## src/rtl/compare_sort_ctrl.sv

```systemverilog
// compare_sort_ctrl: loads a byte burst, stable in-place bubble sort on one shared comparator, streams it out ascending
module compare_sort_ctrl #(
  parameter int N = 8
) (
  input  logic       clk,
  input  logic       rst_n,
  input  logic       in_valid,
  input  logic [7:0] in_data,
  input  logic       in_last,
  output logic       in_ready,
  output logic       out_valid,
  output logic [7:0] out_data,
  output logic       out_last,
  input  logic       out_ready,
  output logic       busy,
  output logic [7:0] swap_cnt
);
  localparam int IW = $clog2(N);
  localparam int CW = $clog2(N + 1);
  typedef enum logic [1:0] {LOAD, SORT, DRAIN} state_t;
  state_t state, state_nx;
  logic [7:0] mem [N];
  logic [IW-1:0] wr, rd, i, p;
  logic [CW-1:0] n;
  logic pass_swapped;
  logic [7:0] a, b;
  logic gt, accept, burst_end, end_pass, sort_done, rd_last;
  always_comb begin
    a = mem[i];
    b = mem[i + IW'(1)];
    gt = a > b;
    accept = in_valid && state == LOAD;
    burst_end = accept && (in_last || wr == IW'(N - 1));
    end_pass = CW'(i) == n - CW'(2) - CW'(p);
    // a pass with no swap, counting this cycle's, proves the array is sorted
    sort_done = end_pass && (!(pass_swapped || gt) || CW'(p) == n - CW'(2));
    rd_last = CW'(rd) == n - CW'(1);
    state_nx = state;
    case (state)
      LOAD:    state_nx = burst_end ? (wr == '0 ? DRAIN : SORT) : LOAD;
      SORT:    state_nx = sort_done ? DRAIN : SORT;
      default: state_nx = out_ready && rd_last ? LOAD : DRAIN;
    endcase
    in_ready = state == LOAD;
    out_valid = state == DRAIN;
    busy = state != LOAD;
    out_data = out_valid ? mem[rd] : 8'd0;
    out_last = out_valid && rd_last;
  end
  always_ff @(posedge clk) begin
    if (!rst_n) begin
      state <= LOAD;
      wr <= '0;
      rd <= '0;
      i <= '0;
      p <= '0;
      n <= CW'(1);
      swap_cnt <= '0;
      pass_swapped <= 1'b0;
    end else begin
      state <= state_nx;
      case (state)
        LOAD: if (accept) begin
          mem[wr] <= in_data;
          wr <= burst_end ? '0 : wr + IW'(1);
          if (burst_end) begin
            n <= CW'(wr) + CW'(1);
            swap_cnt <= '0;
            i <= '0;
            p <= '0;
            rd <= '0;
            pass_swapped <= 1'b0;
          end
        end
        SORT: begin
          if (gt) begin
            mem[i] <= b;
            mem[i + IW'(1)] <= a;
            swap_cnt <= swap_cnt + 8'd1;
            pass_swapped <= 1'b1;
          end
          if (!end_pass) i <= i + IW'(1);
          else if (sort_done) rd <= '0;
          else begin
            p <= p + IW'(1);
            i <= '0;
            pass_swapped <= 1'b0;
          end
        end
        default: if (out_ready) begin
          rd <= rd_last ? '0 : rd + IW'(1);
          if (rd_last) wr <= '0;
        end
      endcase
    end
  end
endmodule

```

## config.mk

```make
export PLATFORM = sky130hd
export DESIGN_NAME = compare_sort_ctrl
export DESIGN_NICKNAME = d
export VERILOG_FILES = /design/src/rtl/compare_sort_ctrl.sv
export SDC_FILE = /design/constraint.sdc
export NUM_CORES = 1
export LEC_CHECK = 0
export ABC_CLOCK_PERIOD_IN_PS = 5700
export BUFFER_PORTS_ARGS = -buffer_cell sky130_fd_sc_hd__buf_2
export CAP_MARGIN = 20
export CORE_UTILIZATION = 59
export CTS_BUF_LIST = sky130_fd_sc_hd__clkbuf_16
export DETAILED_ROUTE_END_ITERATION = 6
export HOLD_SLACK_MARGIN = 0.12
export PLACE_DENSITY = 0.8
export SYNTH_ARGS = -nofsm -noshare
export SYNTH_HDL_FRONTEND = slang
export SYNTH_SLANG_ARGS = --single-unit
```

## constraint.sdc

```tcl
create_clock -name clk -period 5.7 [get_ports clk]
set_clock_uncertainty 0.2 [all_clocks]
set_input_delay 0 -clock clk [delete_from_list [all_inputs] [get_ports clk]]
set_output_delay 0 -clock clk [all_outputs]
set_load 0.005 [all_outputs]
```

==> flow_summary.yaml <==
worst_hold_path:
  hp-class: "reg -> reg"
  holdCritStartpoint: "n[1]$_SDFFE_PN0P_"
  min_path_cells: 2
  min_to: "n[1]$_SDFFE_PN0P_"
detailed_routing:
  dr.pass1.iters: 5
  vias_per_cell: 6.60
  antenna_left: 0
  drt_wl_total_mm: 16.8
  wl_per_cell_um: 23.2
  drt_iter0_markers: 535
  route.detailed.drc: 0
  vias: 4788
critical_path:
  startpoint_type: "flip-flop"
  crit_family: "compound AO/OA/AOI/OAI gates"
  crit_top_cell: "ha_1"
  worstPathArrival_ns: 4.53
  rr_startpoint: "i[1]$_SDFFE_PN0N_"
  r2r_slack_ns: 0.94
  endpoint_kind: "flip-flop"
  reg2reg_depth: 12
  crit_type: "reg -> reg"
  rr_endpoint: "mem[4][6]$_DFFE_PP_"
  crit_chain: "ha_1 -> xnor2_2 -> buf_4 -> mux4_2 -> mux2i_1 -> ha_1 -> nand4_1 -> nor2b_1 -> o21ai_2 -> a21oi_4 -> a31oi_1 -> o21bai_1"
  worst_path_max_delay_cell: "o21bai_1"
  crit_buf_inv: 1
  required_ns: 5.47
  crit_start: "i[1]$_SDFFE_PN0N_"
  cp_max_fo: 21
  worst_path_largest_cell_delay_ns: 0.89
sta:
  rsz0062_at_grt: "false"
  setup-violations-final: 0
  hold_ws_ns: 0.263
  final_hold_viol_count: 0
  slew_headroom_pct: 26.7
  post-route-period-util_pct: 83.6
  post-route-worst-setup-slack_ns: 0.937
  fin_setup_tns_ns: 0
  worst_slew_pin_slew_ns: 1.10
  finalCriticalPeriod_ns: 4.76
  drv_slew: 0
  clock.fmax_mhz: 210
floorplanning:
  boundaryPins: 33
  core_area_sq_um: 10400
  die_width_um: 106
  dieArea_sq_um: 11200
  rows: 37
  start_util_pct: 61.3
  die_y_um: 106
placed_design:
  dp.cells: 696
  pre_cts_ws_ns: 1.14
  detailed_place_hpwl_mm: 11.7
  gp_congestion: 0.893
  port_buffers: 32
  placed_area_sq_um: 6840
synthesis:
  synth_async_sr_flop_share_pct: 0
  ys_types: 59
  netlist_area_sq_um: 6360
  ys_seq_area_share_pct: 40.6
  synth-edff-count: 64
  syn_nets: 560
  avgSynthCellArea_sq_um: 12.1
  ys_warn_count: 0
  syn_inst: 525
  ys_ff_latch: 97
  synth-main-ff-cell: "edfxtp_1"
cts:
  cts_buffers: 9
  cts_root_buffer: "clkbuf_16"
  post_cts_buffers: 0
  clkTransAtPathRegs_ns: 0.07
  cts.sinks: 97
  cts_tree: "done"
  cts.path.max_buffers: 2
  clock_latency_ns: 0.36
  h-tree-depth: 3
grt:
  use_met3_pct: 6.74
  grt_util_met2_pct: 52.5
  grt_first_pass_wirelength_mm: 26.3
  gr-usage-all-layers_pct: 32.1
  met1_usage_pct: 39.8
  grt_start_max_net_pins: 25
  grt-busiest-layer: "met2"
  grt_overflow: 0
  grt_pass1_vias: 4913
  antenna_found_initial: 0
pwr:
  power_frac_seq_pct: 44.7
  leakage_nw: 2.65
  switching_power_uw: 501
  peakVddDrop_v: 0.000188
  p_sw_share_pct: 28.5
  finalPower_mw: 1.76
  p_clk_share_pct: 36.4
  power.internal_mw: 1.26
  comb_power_share_pct: 18.9
  p_per_area_nw_per_um2: 242
cells_and_area:
  final_common_cell: "mux2i_1"
  antenna_cells: 0
  final_nets: 619
  fin_util_pct: 70.2
  multi_input_area_sq_um: 3580
  area_growth_pct: 14.5
  ff_latch_area_sq_um: 2580
  fill_cells: 717
  layout_common_cells: "mux2i_1, edfxtp_1, mux4_2, nand2_1, dfxtp_1"
  final_layout_size_suffix_gt1_share_pct: 26.5
  stdcell_area_sq_um: 7280
  instances_no_fill: 725
status:
  outcome: "complete, no violations"
flow_run:
  max_cap_viol_count: 0
-- how the worst max path moves through the flow --
stage | end | slack, ns | depth (start not counted)
2_1_floorplan | mem[4][0]$_DFFE_PP_ | 1.56 | 14
5_1_grt | mem[4][6]$_DFFE_PP_ | 0.67 | 10
4_1_cts | mem[4][6]$_DFFE_PP_ | 1.04 | 12
3_5_place_dp | mem[4][2]$_DFFE_PP_ | 1.14 | 12
3_3_place_gp | mem[4][5]$_DFFE_PP_ | 1.23 | 12
6_report | mem[4][6]$_DFFE_PP_ | 0.94 | 12
-- worst min-delay path, cell delays in order, from the launching register on --
cell and delay, ns:
dfxtp_1 0.31, nand2_1 0.05, a21oi_1 0.05
-- cell usage after synthesis (9+ instances only) --
cell       n  area (sq um)
dfxtp_1   33           661
inv_1     24          90.1
buf_2     11          55.1
mux2i_1   94           941
xor2_1     9          78.8
nor2_1    30           113
nor3_1     9          45.0
o21ai_2    9          78.8
nand3_1    9          45.0
a21oi_1   16          80.1
nand2_1   45           169
mux4_2    48          1080
ha_1      21           263
clkbuf_1  12          45.0
edfxtp_1  64          1920
-- layer usage --
metal  part of all wire (%)  up-vias  routed length (um)
li1                       -     2127                   -
met1                     38     2367                6340
met2                     49      246                8230
met3                    9.5       48                1600
met4                    3.7        0                 630
met5                      0        -                   0
-- repair_timing --
action | 4_1_cts | 5_1_grt
setup endpoints to repair | 0 | 0
hold buffers | 13 | 0
resized for setup | 0 | 0
endpoints found under the hold margin | 91 | 0
-- logic make-up (layout without fill, tap and decap cells) --
| kind of cell | after synthesis | count (layout) | synth area share [%] |
|---|---|---|---|
| adders and majority gates | 22 | 22 | 4.45 |
| DFF | 97 | 97 | 40.6 |
| buffers and inverters | 54 | 118 | 3.48 |
| muxes | 145 | 145 | 32.4 |
| and+or+nand+nor | 123 | 123 | 9.21 |
| AOI/OAI and AO/OA | 69 | 69 | 7.69 |
| xor gates and xnor gates | 15 | 15 | 2.18 |
-- layout make-up --
type / instances / share of cell area, %
clock buffers: 9 / 3.09
repair buffers: 76 / 7.46
inverters: 26 / 1.34
multi-input cells: 374 / 49.1
flip-flops and latches: 97 / 35.5
well taps: 136 / 2.34
clock inverters: 7 / 1.19
-- registers in the layout, indices dropped and copies added, names as in the netlist, named ones only --
register / cells
swap_cnt: 8
rd: 3
state: 2
mem: 64
wr: 3
n: 4
pass_swapped: 1
i: 3
p: 3
-- power by group through the flow --
stage	sequential (mW)	clock, mW	combinational [mW]
final	0.787	0.641	0.333
after global routing	0.789	0.666	0.361
after CTS	0.786	0.641	0.329
after detailed placement	0.802	0	0.319
after global placement	0.803	0	0.303
after floorplan	0.792	0	0.230
(Power assumes the default switching activity.)
